File: src/rtl/booth_pkg.sv
// Shared types and A-register command encodings for the Booth sequencer and its A-register stage.
package booth_pkg;

    typedef enum logic [2:0] {
        StIdle,
        StInit,
        StEval,
        StShift,
        StDone
    } state_t;

    localparam logic [1:0] CTRL_LOAD  = 2'b00;
    localparam logic [1:0] CTRL_CLEAR = 2'b01;
    localparam logic [1:0] CTRL_SHR   = 2'b10;
    localparam logic [1:0] CTRL_HOLD  = 2'b11;

endpackage

File: src/rtl/booth_qreg.sv
// Booth Q register with its q_m1 history bit; supports load, right shift and hold.
module booth_qreg #(
    parameter int unsigned WIDTH = 4
) (
    input  logic             clock,
    input  logic             resetn,
    input  logic             load,
    input  logic             shift,
    input  logic [WIDTH-1:0] load_val,
    input  logic             a_lsb,
    output logic [WIDTH-1:0] q,
    output logic             q_m1
);

    always_ff @(posedge clock or negedge resetn) begin
        if (!resetn) begin
            q    <= '0;
            q_m1 <= 1'b0;
        end else if (load) begin
            q    <= load_val;
            q_m1 <= 1'b0;
        end else if (shift) begin
            // The A register's outgoing lsb becomes the new Q msb.
            q    <= {a_lsb, q[WIDTH-1:1]};
            q_m1 <= q[0];
        end
    end

endmodule

File: src/rtl/booth_seq.sv
// Radix-2 Booth multiplier sequencer: FSM, iteration counter and Q register.
// Optional abort input is enabled by defining BOOTH_SEQ_ABORT_EN.
module booth_seq
    import booth_pkg::*;
#(
    parameter int unsigned WIDTH = 4
) (
    input  logic             clock,
    input  logic             resetn,
    input  logic             start,
`ifdef BOOTH_SEQ_ABORT_EN
    input  logic             abort,
`endif
    input  logic [WIDTH-1:0] multiplier,
    input  logic             a_lsb,
    output logic [1:0]       areg_ctrl,
    output logic             add_sub,
    output logic [WIDTH-1:0] q_out,
    output logic             busy,
    output logic             done
);

    localparam int unsigned CW = $clog2(WIDTH + 1);

    state_t          state_q, state_d;
    logic [CW-1:0]   count_q, count_d;
    logic [WIDTH-1:0] q;
    logic            q_m1;
    logic            q_load, q_shift;

    booth_qreg #(
        .WIDTH(WIDTH)
    ) u_qreg (
        .clock    (clock),
        .resetn   (resetn),
        .load     (q_load),
        .shift    (q_shift),
        .load_val (multiplier),
        .a_lsb    (a_lsb),
        .q        (q),
        .q_m1     (q_m1)
    );

    always_ff @(posedge clock or negedge resetn) begin
        if (!resetn) begin
            state_q <= StIdle;
            count_q <= '0;
        end else begin
            state_q <= state_d;
            count_q <= count_d;
        end
    end

    always_comb begin
        state_d   = state_q;
        count_d   = count_q;
        areg_ctrl = CTRL_HOLD;
        add_sub   = 1'b0;
        busy      = 1'b0;
        done      = 1'b0;
        q_load    = 1'b0;
        q_shift   = 1'b0;

        unique case (state_q)
            StIdle: begin
                if (start) begin
                    state_d = StInit;
                end
            end
            StInit: begin
                areg_ctrl = CTRL_CLEAR;
                busy      = 1'b1;
                q_load    = 1'b1;
                count_d   = CW'(WIDTH);
                state_d   = StEval;
            end
            StEval: begin
                busy = 1'b1;
                case ({q[0], q_m1})
                    2'b01: begin
                        areg_ctrl = CTRL_LOAD;
                        add_sub   = 1'b0;
                    end
                    2'b10: begin
                        areg_ctrl = CTRL_LOAD;
                        add_sub   = 1'b1;
                    end
                    default: areg_ctrl = CTRL_HOLD;
                endcase
                state_d = StShift;
            end
            StShift: begin
                areg_ctrl = CTRL_SHR;
                busy      = 1'b1;
                q_shift   = 1'b1;
                // Saturate at zero so a corrupted count can never wrap.
                count_d   = (count_q != '0) ? count_q - CW'(1) : '0;
                state_d   = (count_q <= CW'(1)) ? StDone : StEval;
            end
            StDone: begin
                done    = 1'b1;
                state_d = StIdle;
            end
            default: begin
                state_d = StIdle;
            end
        endcase

`ifdef BOOTH_SEQ_ABORT_EN
        // Abort leaves Q untouched and drops straight back to idle.
        if (abort && (state_q == StInit || state_q == StEval || state_q == StShift)) begin
            state_d = StIdle;
            q_load  = 1'b0;
            q_shift = 1'b0;
            count_d = count_q;
        end
`endif
    end

    assign q_out = q;

endmodule

File: config.mk
export PLATFORM = sky130hd
export DESIGN_NAME = booth_seq
export DESIGN_NICKNAME = d
export VERILOG_FILES = /design/src/rtl/booth_pkg.sv /design/src/rtl/booth_qreg.sv /design/src/rtl/booth_seq.sv
export SDC_FILE = /design/constraint.sdc
export NUM_CORES = 1
export LEC_CHECK = 0
export CAP_MARGIN = 25
export CORE_AREA = 2 2 39 41
export DETAILED_ROUTE_END_ITERATION = 6
export DIE_AREA = 0 0 41 43
export PLACE_DENSITY = 0.81
export SYNTH_ARGS = -nofsm -noshare
export SYNTH_HDL_FRONTEND = slang
export SYNTH_SLANG_ARGS = --single-unit
export TNS_END_PERCENT = 1
File: constraint.sdc
create_clock -name clock -period 3.5 [get_ports clock]
set_input_delay 0.7 -clock clock [delete_from_list [all_inputs] [get_ports clock]]
set_output_delay 0.7 -clock clock [all_outputs]
set_load 0.005 [all_outputs]
Yosys cells after proc, flatten, opt, wreduce, memory -nomap -nowiden
Index checks and enable logic that the tools add are counted.
{ "word_totals": {"register_bits": 11, "latchBits": 0, "mem_bits_rw": 0, "romBits": 0, "out_inout_bits": 9, "elab_cells": 36, "memories": 0} }
{ "classes": {"add_sub_neg": 1, "multipliers": 0, "div": 0, "n_lt_le_gt_ge": 1, "eq_ne": 7, "shifts": 0, "mux": 17, "n_bitwise": 0, "reduce_logical": 6} }
{ "op_table": {"columns": ["op", "count"], "rows": [
  ["$pmux 3 s4", 1],
  ["$mux 3", 3],
  ["$mux 1", 8],
  ["$mux 4", 2],
  ["$eq 3x2->1 const B", 2],
  ["$pmux 2 s3", 1],
  ["$pmux 3 s2", 1],
  ["$reduce_bool 2->1", 2],
  ["$eq 3x1->1 const B", 1],
  ["$eq 3x3->1 const B", 1],
  ["$le 3x1->1 const B", 1],
  ["$logic_not 3->1", 1],
  ["$reduce_bool 3->1", 1],
  ["$reduce_or 3->1", 1],
  ["$sub 3x1->3 const B", 1],
  ["$eq 2x1->1 const B", 1],
  ["$eq 2x2->1 const B", 1],
  ["$mux 2", 1],
  ["$ne 2x2->1 const B", 1],
  ["$reduce_or 2->1", 1]
]} }

Depth between registers and ports, before layout
Gate-level depths: netlist of the first run.
{ "depth": {"ltp_word": 4, "ltp_mapped": 5, "depth_no_buf": 4} }

Modules after synthesis
A second synthesis of the first run with hierarchy kept.
{ "unflattened": {"cells_unflattened": 58, "area_unflattened_um2": 570.5} }
{ "modules_own_cells": {"columns": ["mod", "instances", "cells_each", "area_per_inst_um2"], "rows": [
  ["booth_seq", 1, 37, 340.3],
  ["booth_qreg", 1, 21, 230.2]
]} }

Worst setup path before layout of the first run
Ideal clock, no wire load.
{ "synth_timing": {"path_kind": "flip-flop to output port", "from": "reg u_qreg.q[0]", "to": "out areg_ctrl[1]", "t_arrival_ns": 0.971, "required_time_ns": 2.800, "path_slack_ns": 1.829, "path_stages_with_launch": 4, "path_buffers": 0, "path_cell_list": "dfrtp_1 ha_1 nor3b_1 o21bai_1"} }
{ "synth_between": {"elab_chain_len": 4} }
{ "synth_lines": {"columns": ["element", "line_no", "text"], "rows": [
  ["from (decl)", "booth_qreg.sv:11", "output logic [WIDTH-1:0] q,"],
  ["from (signal assigned)", "booth_qreg.sv:20", "q <= load_val;"],
  ["from (signal assigned)", "booth_qreg.sv:24", "q <= {a_lsb, q[WIDTH-1:1]};"],
  ["$eq 2x2->1 / $eq 2x1->1 (equally long branches)", "booth_seq.sv:79", "case ({q[0], q_m1})"],
  ["$reduce_or 2->1 (no line) *", null, null],
  ["$mux 2 *", "booth_seq.sv:79", null],
  ["$pmux 2 s3 *", "booth_seq.sv:64", "unique case (state_q)"],
  ["to (decl)", "booth_seq.sv:16", "output logic [1:0] areg_ctrl,"]
]} }
Mark *: on every way between the ends. The rest lies on a longest branch, timed or not.

Worst setup path in the final report of the first run
{ "layout_timing": {"from": "reg state_q[1]", "to": "out areg_ctrl[1]"} }
{ "layout_between": {"elab_chain_len": 2} }
{ "layout_lines": {"columns": ["element", "line_no", "text"], "rows": [
  ["from (decl)", "booth_seq.sv:25", "state_t state_q, state_d;"],
  ["from (signal assigned)", "booth_seq.sv:46", "state_q <= StIdle;"],
  ["from (signal assigned)", "booth_seq.sv:49", "state_q <= state_d;"],
  ["$eq 3x2->1 / $eq 3x1->1 (equally long branches)", "booth_seq.sv:64", null],
  ["$pmux 2 s3 *", "booth_seq.sv:64", null]
]} }
Marks and branches as above.

==> results of run 1 <==
-- per-stage QoR --
step	total power (W)	setup WS [ns]
2_1_floorplan	0.000492	1.83
3_3_place_gp	0.000590	1.39
3_5_place_dp	0.000602	1.34
4_1_cts	0.000689	1.05
5_1_grt	0.000746	0.914
6_report	0.000681	1.06
-- cell type report --
| type | instances | area share |
|---|---|---|
| clock buffers | 4 | 0.0351 |
| inverters | 2 | 0.0100 |
| multi-input cells | 42 | 0.346 |
| flip-flops and latches | 11 | 0.368 |
| well taps | 16 | 0.0268 |
| repair buffers | 16 | 0.214 |
-- Yosys cell counts (2+ instances only) --
| cell | number |
|---|---|
| and2_1 | 2 |
| buf_4 | 2 |
| dfrtp_1 | 11 |
| inv_1 | 2 |
| mux2i_1 | 4 |
| nand2_1 | 9 |
| nor2_1 | 5 |
| nor3_1 | 3 |
| o21ai_0 | 6 |
-- per-layer routing --
metal / routed length [um] / up-vias / track usage
met1: 446 / 207 / 0.152
met4: 12 / 0 / 0.0800
met3: 46 / 2 / 0.0471
met5: 0 / - / 0
li1: - / 235 / -
met2: 479 / 11 / 0.197
-- state kept, by name, indices dropped and copies added, names as in the netlist --
name / flops
state_q: 3
count_q: 3
u_qreg.q_m1: 1
u_qreg.q: 4
-- critical path, cell delays in order (launching register included) --
cell and delay, ns:
dfrtp_1 0.67, nor3b_1 0.27, o21bai_1 0.10, clkdlybuf4s50_1 0.44
-- cell families after synthesis --
family | Yosys count
flip-flops | 11
adder cells (fa/ha/maj) | 1
multiplexers | 4
AND/OR/NAND/NOR | 26
AO/OA/AOI/OAI | 11
buffers and inverters | 6
-- power by group through the flow --
stage | registers [W] | logic, W | clock network, W
floorplan | 0.000226 | 0.000265 | 0
global placement | 0.000269 | 0.000321 | 0
detailed placement | 0.000271 | 0.000331 | 0
CTS | 0.000269 | 0.000332 | 0.0000880
global route | 0.000280 | 0.000368 | 0.0000968
finish | 0.000269 | 0.000328 | 0.0000842
-- worst paths after layout --
path                                            to  slack (ns)                     from
setup / recovery                      areg_ctrl[1]        1.06   state_q[1]$_DFFE_PN0P_
hold / removal             u_qreg.q_m1$_DFFE_PN0P_        0.48  u_qreg.q_m1$_DFFE_PN0P_
setup reg to reg            count_q[2]$_DFFE_PN0P_        2.32   state_q[0]$_DFFE_PN0P_
max in group asynchronous   state_q[0]$_DFFE_PN0P_        2.41                   resetn
min in group asynchronous  u_qreg.q_m1$_DFFE_PN0P_        0.76                   resetn
hold reg to reg            u_qreg.q_m1$_DFFE_PN0P_        0.48  u_qreg.q_m1$_DFFE_PN0P_
-- placed cells by master (no fill, tap or decap), drive strengths merged, types with 2 or more instances in the layout --
master         netlist  layout
and2                 2       2
clkbuf               0       4
clkdlybuf4s50        0      16
dfrtp               11      11
inv                  2       2
mux2i                4       4
nand2                9       9
nand2b               2       2
nand3b               2       2
nor2                 5       5
nor3                 3       3
o21ai                6       6
o31ai                2       2
==> impl_metrics.tcl, run 1 <==
set metrics [dict create \
    finalSetupViolations 0 \
    crit_path_end_kind "primary output" \
    internal_power_w 0.000427 \
    wirelength_um 985 \
    yosysSeqAreaShare 0.472 \
    synth.area.top_cells "dfrtp_1 (47%), mux2i_1 (6.9%), nand2_1 (5.8%), o21ai_0 (5.2%), nor2_1 (3.2%)" \
    path_clk_slew_ns 0.07 \
    finalHoldWorstSlack_ns 0.483 \
    cts_buffers 3 \
    antenna_found_initial 0 \
    layout.nets 85 \
    synth_cell_types 24 \
    clk_latency_ns 0.26 \
    relSlewSlack 0.649 \
    n_fill_cell 133 \
    synth_flop_cell "dfrtp_1" \
    clk_path_buf_depth 2 \
    wire_per_inst_um 10.8 \
    grt_pass1_vias 376 \
    syn_nets 68 \
    synth-simple-area-share 0.236 \
    rsz0062_at_grt "no" \
    fin_area_um2 748 \
    yosys.area_share.adder 0.0215 \
    switchingPower_w 0.000254 \
    firstDrtPassIters 4 \
    synth_top_area_share 0.472 \
    placed_cell_area_um2 722 \
    regArea_um2 275 \
    drtIter0Drc 4 \
    num_vias 455 \
    start_util 0.421 \
    clock_sink_count 11 \
    synthCells 59 \
    cts_max_level 1 \
    tns_ns 0 \
    drive_gt1_frac 0.0800 \
    finalHoldViolCount 0 \
    vdd_drop_max_mv 0.433 \
    run_status "completed" \
    synth_xor_area_frac 0 \
    reg2regPathDepth 3 \
    drv_cap 0 \
    fin_crit_sh 0.697 \
    synth_largest_area_cell "dfrtp_1" \
    min_path_cells 2 \
    synthToLayoutAreaGrowth_pct 28.3 \
    instances_no_fill 91 \
    cp.arrival_ns 1.74 \
    cts_resized 0 \
    yosysWarnings 0 \
    sequentialPowerShare 0.395 \
    crit_path_start_kind "flop" \
    power_leakage_nw 0.326 \
    p_clk_frac 0.124 \
    fmax_mhz 410 \
    skew_ns 0.000914 \
    grt_overflow 0 \
    crit_fanout 15 \
    ant_nets 0 \
    rows 14 \
    viasPerCell 5.00 \
    grt_pass1_wl_um 1500 \
    core_um2 1380 \
    synth-compound-area-share 0.118 \
    synth_top_family_by_area "simple AND/OR/NAND/NOR gates" \
    place.gp.congestion 0.835 \
    maxSlewViolCount 0 \
    ctsHoldBuffers 0 \
    track_usage 0.131 \
    drc 0 \
    period_needed_ns 2.44 \
    io_pins 17 \
    synth.avg_cell_area_um2 9.88 \
    required_ns 2.80 \
    async_flop_share 1.00 \
    synth_edf_count 0 \
    netlist_area_um2 583 \
    worstSetupPathType "reg2out" \
    grt_max_degree 16 \
    ys_ff_latch 11 \
    power.share.switching 0.372 \
    holdCritPathClass "reg2reg" \
    tightest_slew_ns 0.526 \
    synth_mux_area_frac 0.0687 \
    cts_tree "yes" \
    dp.cells 87 \
    comb_power_share 0.481 \
    power-per-cell-area_nw_per_um2 910 \
    multi_input_area_um2 259 \
    die_h_um 43 \
    io_buffers 16 \
    die_area_um2 1760 \
    fin_util 0.541 \
    antenna_cells 0 \
    die_w_um 41 \
    cts_setup_buffers 0 \
    root_buffer "clkbuf_4" \
]
Power figures use the tool's default switching activity.
==> run 2: changes to the inputs <==
--- a/config.mk
+++ b/config.mk
@@ -6,10 +6,9 @@
 export NUM_CORES = 1
 export LEC_CHECK = 0
 export CAP_MARGIN = 25
-export CORE_AREA = 2 2 39 41
+export CORE_UTILIZATION = 40
 export DETAILED_ROUTE_END_ITERATION = 6
-export DIE_AREA = 0 0 41 43
-export PLACE_DENSITY = 0.81
+export PLACE_DENSITY = 0.78
 export SYNTH_ARGS = -nofsm -noshare
 export SYNTH_HDL_FRONTEND = slang
 export SYNTH_SLANG_ARGS = --single-unit
==> constraint.sdc (replaced) <==
create_clock -name clock -period 2 [get_ports clock]
set_input_delay 0.4 -clock clock [delete_from_list [all_inputs] [get_ports clock]]
set_output_delay 0.4 -clock clock [all_outputs]
set_load 0.005 [all_outputs]
==> impl_metrics.tcl, run 2 (synthesis results as in run 1) <==
set metrics [dict create \
    reg2reg_slack_ns 0.88 \
    relSlewSlack 0.676 \
    regMostFlops "u_qreg.q" \
    tns_ns 0 \
    grt_pass1_wl_um 1880 \
    cts_buffers 3 \
    period_needed_ns 1.92 \
    dp_hpwl_um 797 \
    synthToLayoutAreaGrowth_pct 35.2 \
    r2r-end "count_q[2]$_DFFE_PN0P_" \
    grt_max_degree 15 \
    place_ws_ns 0.158 \
    core_um2 1330 \
    die_area_um2 1610 \
    antenna_found_initial 0 \
    setup_ws_ns 0.0816 \
    run_status "completed" \
    grt_overflow 0 \
    cts_tree "yes" \
    reg2regPathDepth 3 \
    firstDrtPassIters 2 \
    die_w_um 40.2 \
    cp.arrival_ns 1.52 \
    drive_gt1_frac 0.169 \
    path_clk_slew_ns 0.07 \
    die_h_um 40.2 \
    biggestRegsByFlops "u_qreg.q (4), count_q (3), state_q (3)" \
    skew_ns 0.00168 \
    clk_path_buf_depth 2 \
    fin_crit_sh 0.959 \
    power_leakage_nw 0.359 \
    drc 0 \
    grt_pass1_vias 428 \
    root_buffer "clkbuf_4" \
    finalSetupViolations 0 \
    wirelength_um 1200 \
    worstSetupPathType "reg2out" \
    r2r_start "state_q[2]$_DFFE_PN0P_" \
    num_vias 483 \
    layout.nets 87 \
    total_power_w 0.00127 \
    largest_reg_flops 4 \
    fmax_mhz 521 \
    ctsHoldBuffers 0 \
    track_usage 0.186 \
    tightest_slew_ns 0.484 \
    rows 13 \
    ant_nets 0 \
    drtIter0Drc 7 \
    cts_max_level 1 \
    clk_latency_ns 0.27 \
    viasPerCell 5.25 \
    io_pins 17 \
    crit_path_start_kind "flop" \
    io_buffers 16 \
    rsz0062_at_grt "no" \
    finalHoldWorstSlack_ns 0.458 \
    layout_common_cells "clkdlybuf4s50_1 (13), nand2_1 (9), dfrtp_1 (9)" \
    layout_commonest_cell "clkdlybuf4s50_1" \
    drv_cap 0 \
    crit_fanout 9 \
    crit_path_end_kind "primary output" \
    antenna_cells 0 \
    finalHoldViolCount 0 \
    holdCritPathClass "in2async" \
    power-per-cell-area_nw_per_um2 1610 \
    wire_per_inst_um 13.0 \
    place.gp.congestion 0.750 \
    required_ns 1.60 \
    vdd_drop_max_mv 0.765 \
    start_util 0.437 \
    maxSlewViolCount 0 \
    clock_sink_count 11 \
]
run 2: changes by cell type in the layout (fill, tap and decap cells not counted), sizes merged:
| cell | change |
|---|---|
| dlymetal6s2s | +2 |
| clkdlybuf4s50 | -3 |
| buf | +2 |
| dlygate4sd2 | +1 |
run 2: how the worst max path moves through the flow:
stage,slack (ns),cells after the start,end,startpoint
floorplan,0.63,3,areg_ctrl[1],u_qreg.q[0]$_DFFE_PN0P_
global placement,0.20,4,areg_ctrl[1],u_qreg.q[0]$_DFFE_PN0P_
detailed placement,0.16,4,areg_ctrl[1],u_qreg.q[0]$_DFFE_PN0P_
CTS,0.01,3,done,state_q[0]$_DFFE_PN0P_
global route,0.02,3,done,state_q[0]$_DFFE_PN0P_
finish,0.08,3,done,state_q[0]$_DFFE_PN0P_
run 2: timing repair:
item	4_1_cts	5_1_grt
gates resized for setup	3	5
endpoints found under the setup margin	2	4
pin swaps	0	0
buffers inserted	1	0
run 2: layout make-up:
class / instances / area [um^2]
fillers: 115 / 546
inverters: 2 / 7.51
repair buffers: 18 / 179
multi-input cells: 42 / 279
well taps: 15 / 18.8
clock buffers: 4 / 26.3
flip-flops and latches: 11 / 278
run 2: power by group:
| group | internal, W | leakage, nW | switching, W |
|---|---|---|---|
| Combinational | 0.000376 | 0.208 | 0.000272 |
| Sequential | 0.000328 | 0.136 | 0.000143 |
| Clock | 0.0000772 | 0.0150 | 0.0000744 |
| Total | 0.000781 | 0.359 | 0.000489 |
run 2: routing by layer:
layer	vias to the layer above	part of all wire	global-route usage
li1	241	-	-
met1	226	0.43	0.228
met2	12	0.51	0.286
met3	4	0.028	0.0167
met4	0	0.033	0.175
met5	-	0	0
run 2: critical path, cell delays in order (launching register included):
cell and delay [ns]:
dfrtp_2 0.49, nor2_2 0.14, and2_1 0.13, clkdlybuf4s50_1 0.49
run 2: stage by stage:
step	instance area, um^2	utilization	instances
5_1_grt	788	0.591	92
3_3_place_gp	728	0.546	87
2_1_floorplan	583	-	59
4_1_cts	778	0.583	92
6_report	788	0.591	92
3_5_place_dp	728	0.546	87
